## src/rtl/seq_gen.sv

```systemverilog
// Serial pattern generator: sends a W-bit pattern MSB-first, rep times, with GAP idle bits between repetitions.
// Latency: first bit is on sout in the cycle right after the edge that accepts start.
// Backpressure: none; start is only honoured in IDLE and ignored for the rest of a job.
module seq_gen #(
    parameter int W   = 4,
    parameter int GAP = 0
) (
    input  logic         clk,
    input  logic         rst,
    input  logic         start,
    input  logic [W-1:0] pattern,
    input  logic [7:0]   rep,
    output logic         sout,
    output logic         sout_valid,
    output logic         busy,
    output logic         done
);

    localparam int              BW       = (W > 1) ? $clog2(W) : 1;
    localparam logic [BW-1:0]   BIT_LAST = BW'(W - 1);
    localparam logic [3:0]      GAP_LAST = (GAP > 0) ? 4'(GAP - 1) : 4'd0;

    typedef enum logic [1:0] {
        S_IDLE,
        S_SHIFT,
        S_GAP,
        S_DONE
    } state_t;

    state_t          state;
    logic [W-1:0]    shadow;
    logic [W-1:0]    shreg;
    logic [BW-1:0]   bit_cnt;
    logic [7:0]      rep_cnt;
    logic [3:0]      gap_cnt;

    // sout is the registered copy of the current bit; shreg holds the bits still to come.
    always_ff @(posedge clk or posedge rst) begin
        if (rst) begin
            state      <= S_IDLE;
            shadow     <= '0;
            shreg      <= '0;
            bit_cnt    <= '0;
            rep_cnt    <= '0;
            gap_cnt    <= '0;
            sout       <= 1'b0;
            sout_valid <= 1'b0;
            busy       <= 1'b0;
            done       <= 1'b0;
        end else begin
            done <= 1'b0;
            case (state)
                S_IDLE: begin
                    sout       <= 1'b0;
                    sout_valid <= 1'b0;
                    busy       <= 1'b0;
                    if (start) begin
                        shadow  <= pattern;
                        rep_cnt <= rep;
                        if (rep != 8'd0) begin
                            state      <= S_SHIFT;
                            sout       <= pattern[W-1];
                            sout_valid <= 1'b1;
                            busy       <= 1'b1;
                            shreg      <= {pattern[W-2:0], 1'b0};
                            bit_cnt    <= BIT_LAST;
                        end else begin
                            state <= S_DONE;
                            done  <= 1'b1;
                            shreg <= pattern;
                        end
                    end
                end

                S_SHIFT: begin
                    if (bit_cnt != '0) begin
                        sout    <= shreg[W-1];
                        shreg   <= {shreg[W-2:0], 1'b0};
                        bit_cnt <= bit_cnt - 1'b1;
                    end else begin
                        rep_cnt <= rep_cnt - 8'd1;
                        if (rep_cnt == 8'd1) begin
                            state      <= S_DONE;
                            sout       <= 1'b0;
                            sout_valid <= 1'b0;
                            busy       <= 1'b0;
                            done       <= 1'b1;
                        end else if (GAP == 0) begin
                            sout    <= shadow[W-1];
                            shreg   <= {shadow[W-2:0], 1'b0};
                            bit_cnt <= BIT_LAST;
                        end else begin
                            state      <= S_GAP;
                            gap_cnt    <= GAP_LAST;
                            sout       <= 1'b0;
                            sout_valid <= 1'b0;
                        end
                    end
                end

                S_GAP: begin
                    if (gap_cnt == 4'd0) begin
                        state      <= S_SHIFT;
                        sout       <= shadow[W-1];
                        sout_valid <= 1'b1;
                        shreg      <= {shadow[W-2:0], 1'b0};
                        bit_cnt    <= BIT_LAST;
                    end else begin
                        gap_cnt <= gap_cnt - 4'd1;
                    end
                end

                S_DONE: begin
                    state      <= S_IDLE;
                    sout       <= 1'b0;
                    sout_valid <= 1'b0;
                    busy       <= 1'b0;
                end

                default: state <= S_IDLE;
            endcase
        end
    end

endmodule

```

## config.mk

```make
export PLATFORM = sky130hd
export DESIGN_NAME = seq_gen
export DESIGN_NICKNAME = d
export VERILOG_FILES = /design/src/rtl/seq_gen.sv
export SDC_FILE = /design/constraint.sdc
export NUM_CORES = 1
export LEC_CHECK = 0
export ABC_AREA = 1
export CAP_MARGIN = 10
export CORE_MARGIN = 2
export CORE_UTILIZATION = 55
export CTS_CLUSTER_DIAMETER = 80
export DETAILED_ROUTE_END_ITERATION = 10
export GPL_TIMING_DRIVEN = 0
export PLACE_DENSITY_LB_ADDON = 0.12
export SYNTH_ARGS = -nofsm -noshare
export SYNTH_HDL_FRONTEND = slang
export SYNTH_SLANG_ARGS = --single-unit
```

## constraint.sdc

```tcl
create_clock -name clk -period 4.2 [get_ports clk]
set_input_delay 1.05 -clock clk [delete_from_list [all_inputs] [get_ports clk]]
set_output_delay 1.05 -clock clk [all_outputs]
set_load 0.03 [all_outputs]
```

* Word level (Yosys, flattened, before mapping) *
Index checks and enable logic that the tools add are counted.

word-level totals
  register bits = 28
  output and inout port bits = 4
  logic and storage cells = 78
  input bits = 15

operators by class
  bitwise operators = 1
  multiplexer cells = 39
  reduce and logical (&&, ||, !) cells = 15
  add/sub/neg operators = 3
  equality and inequality tests = 10

operator list
  operator                                                             number
  2-bit 2-to-1 mux                                                     10
  4-bit 2-to-1 mux                                                     5
  8-bit 2-to-1 mux                                                     2
  8-bit one-hot mux with 2 select lines                                1
  1-bit 2-to-1 mux                                                     14
  4-bit one-hot mux with 3 select lines                                1
  2-bit inequality test (second input constant)                        5
  3-bit AND reduction                                                  3
  8-bit by 1-bit == test with 1-bit output (second input constant)     1
  1-bit one-hot mux with 4 select lines                                2
  2-bit one-hot mux with 4 select lines                                1
  4-bit AND reduction                                                  2
  8-bit nonzero test                                                   1
  8-bit by 1-bit subtractor with 8-bit output (second input constant)  1
  2-bit one-hot mux with 3 select lines                                1
  3-bit nonzero test                                                   2
  5-bit AND reduction                                                  1
  2-bit == test (second input constant)                                2
  4-bit logical NOT                                                    1
  2-bit AND reduction                                                  2
  2-bit nonzero test                                                   2
  4-bit by 1-bit subtractor with 4-bit output (second input constant)  1
  3-bit inequality test (second input constant)                        1
  1-bit one-hot mux with 3 select lines                                1
  other kinds (5)                                                      5

* Logic depth before layout (Yosys ltp) *
  depth in word-level cells = 4
  gate-level depth with buffers = 11

* Worst setup path before layout *
OpenSTA, ideal clock, no wires.

  path type = input-to-reg
  from = input rep[7]
  to = register bit_cnt[0]
  path buffers = 0
  cell stages on the path = 6
  arrival time = 1.729 ns
  slack = 2.345 ns
  cell sequence = nor2_1 > nand2_1 > nor2_2 > nand2_1 > nand3_1 > o21ai_0

between the ends
  word-level cells in the longest chain between the ends = 3

RTL lines
  item                             line  source
  start: declaration               12    input logic [7:0] rep,
  8-bit nonzero test               60    if (rep != 8'd0) begin
  2-bit inequality test (no line)  --
  5-bit AND reduction (no line)    --
  end signal: assignment           79    bit_cnt <= bit_cnt - 1'b1;
  end: declaration                 33    logic [BW-1:0] bit_cnt;

No other way between the ends.
A chain may end at the register's enable or synchronous reset.

* Worst setup path after layout *
  from = register sout_valid
  to = output sout_valid

RTL lines
  item                      line  source
  start: declaration        14    output logic sout_valid,
  start signal: assignment  47    sout_valid <= 1'b0;
  start signal: assignment  55    sout_valid <= 1'b0;
  start signal: assignment  63    sout_valid <= 1'b1;

No word-level cell between the ends.

==> run_results.csv <==
group,metric,value,unit
routing,firstDrtPassIters,4,
clocking,htree_levels,1,
pwr,pwr-share-clk,0.082,
pwr,combPwrFrac,0.591,
critical_path,crit_slowest_cell,"clkdlybuf4s50_1",
critical_path,worstSetupStartpointType,"flop",
cells_and_area,antenna_cells,0,
die,initial_core_util,0.5821,
cells_and_area,syn_to_final_growth,15.92,%
sta,rsz0062_at_grt,"no",
routing,route.detailed.drc,0,
critical_path,crit_family,"buffers and inverters",
clocking,tritoncts,"done",
sta,period_needed,2.420,ns
critical_path,crit_path_max_incr_delay,0.67,ns
clocking,postCtsHoldBufs,0,
yosys,yosysWarnings,0,
die,dieArea,3730,sq um
pwr,power,1.377,mW
critical_path,crit_type,"flop to output pin",
clocking,cts_setup_buffers,0,
cells_and_area,layout_common_cells,"nand2_1, dfrtp_1, inv_1",
critical_path,r2r_cells,9,
cells_and_area,fill_cells,260,
clocking,post_cts_resize_count,0,
sta,slew_headroom,0.6596,
yosys,ys_seq_area_frac,0.3911,
cells_and_area,register_area,700.7,sq um
critical_path,required,3.15,ns
sta,fmax,0.4132,GHz
grt,grt_pass1_vias,1407,
die,coreArea,3078,sq um
grt,grt-ovfl-total,0,
critical_path,crit_chain,"clkdlybuf4s50_1",
flow_run,maxCapViolations,0,
routing,ant_nets,0,
routing,via_per_inst,5.062,
die,fp-row-count,20,
yosys,yosys_register_bits,28,
yosys,synthCells,242,
critical_path,path_buf_inv,1,
placement,dp_hpwl,2750,um
routing,initialDrtViolationCount,53,
clocking,clk_latency,0.33,ns
sta,hold_violations,0,
sta,skew,0.007998,ns
yosys,syn_nets,268,
sta,setup_viol,0,
min_path,hold_path.class,"flop to flop",
min_path,min_path_cells,2,
clocking,cts_buffers,3,
die,die_y,61.08,um
routing,via_count,1559,
critical_path,worstPathArrival,1.37,ns
clocking,cts-root-buf,"clkbuf_4",
grt,antenna_found_initial,0,
clocking,clkSlewWorstSetupHoldPaths,0.14,ns
die,die_w,61.08,um
cells_and_area,final_common_cell,"nand2_1",
placement,port_buffers,18,
cells_and_area,drive_gt1_frac,0.09848,
pwr,power_density,662.8,nW/um^2
outcome,status,"finished clean",
yosys,syn_area,1792,sq um
grt,grt_max_degree,29,
pwr,peakVddDrop,340.5,uV
grt,met2_usage,0.3526,
critical_path,crit_cells,1,
pwr,switching_share,0.4758,
grt,busiest_layer,"met2",
clocking,clock_sinks,28,
placement,gp_congestion,0.8799,
pwr,p_seq_frac,0.327,
grt,grt_pass1_wl,6003,um
sta,period_share,0.5762,
routing,routed_wl,3588,um
pwr,p_switching,0.6550,mW
cells_and_area,multi_input_area,957.2,sq um
pwr,leakage,1.037,nW
critical_path,cp_max_fo,2,
sta,fin_tns_setup,0,ns
critical_path,cp-end-kind,"output pin",
grt,met3_usage,0.03361,
critical_path,ff2ff_setup_slack,2.41,ns
yosys,postSynthAreaPerCell,7.404,sq um
sta,worst_pin_slew,0.5106,ns
routing,routedWlPerCell,11.65,um
sta,slew_viol_final,0,
cells_and_area,fin_nets,292,
clocking,cts_buffer_depth,2,
die,ios,19,
grt,use_met1,0.3092,
yosys,ys_types,27,
grt,grt.total_usage,0.2173,
pwr,p_int,0.7217,mW
-- layer usage --
metal	share of wire	wire length (um)
met5	0	0
met4	0.0078	28
met3	0.038	136
met2	0.45	1618
met1	0.50	1805
-- logic make-up after synthesis --
family	Yosys count	synth area share
XOR/XNOR	3	0.01467
AO/OA/AOI/OAI	30	0.1033
buffers and inverters	33	0.07472
flip-flops	28	0.3911
adder cells (fa/ha/maj)	11	0.07681
AND/OR/NAND/NOR	134	0.3205
multiplexers	3	0.01885
-- per-stage QoR --
| stage | utilization | instances | cell area [sq um] | setup WS (ns) | hold slack, ns |
|---|---|---|---|---|---|
| floorplan | - | 242 | 1792 | 2.345 | 0.4491 |
| global placement | 0.6585 | 304 | 2027 | 1.638 | 0.4577 |
| detailed placement | 0.6585 | 304 | 2027 | 1.590 | 0.4622 |
| CTS | 0.6659 | 307 | 2049 | 1.774 | 0.4966 |
| global route | 0.6748 | 308 | 2077 | 1.722 | 0.5153 |
| finish | 0.6748 | 308 | 2077 | 1.780 | 0.4901 |
-- cell type report --
class,count,share of cell area
timing repair buffer,19,0.1000
multi-input combinational,181,0.4608
sequential,28,0.3373
buffer,4,0.01205
inverter,29,0.05241
tap,44,0.02651
clock buffer,3,0.01084
-- sequential cells by signal, indices dropped and copies added, names as in the netlist --
name / flops
state: 2
shadow: 4
rep_cnt: 8
done: 1
sout: 1
sout_valid: 1
shreg: 4
bit_cnt: 2
gap_cnt: 4
busy: 1
-- worst reg2reg max path, delay by kind of cell (launching register included) --
family                     cells  cell delay (ns)
adders and majority gates      1             0.32
and+or+nand+nor                2             0.28
buffers and inverters          3             0.37
AOI/OAI and AO/OA              3             0.32
DFF                            1             0.45
-- path summary, 6_finish.rpt --
check,from,to
setup / recovery,sout_valid,sout_valid
hold / removal,busy,busy
setup reg to reg,state[0],rep_cnt[1]
hold reg to reg,busy,busy
max in group asynchronous,rst,shreg[3]
min in group asynchronous,rst,rep_cnt[5]
-- cell usage after synthesis (all sizes together) --
cell type,count,area [sq um]
xor2,3,26.28
o21ai,22,125.1
nand3,22,110.1
mux2,3,33.78
clkbuf,1,3.750
or2,1,6.260
inv,29,108.9
ha,11,137.6
nand2,78,305.3
dfrtp,28,700.7
buf,3,21.27
nand4,1,6.260
a21oi,4,20.02
nand3b,2,15.01
o211ai,2,15.01
nor2,27,113.9
o22ai,2,25.02
nor3,2,10.01
nor3b,1,7.510
-- power groups by stage --
| stage | logic (mW) | clock network (mW) | registers [mW] |
|---|---|---|---|
| after floorplan | 0.620 | 0 | 0.458 |
| after global placement | 0.795 | 0 | 0.453 |
| after detailed placement | 0.810 | 0 | 0.455 |
| after CTS | 0.813 | 0.113 | 0.449 |
| after global routing | 0.933 | 0.125 | 0.464 |
| final | 0.813 | 0.113 | 0.450 |
Note: power is estimated with default switching activity, not from simulation.
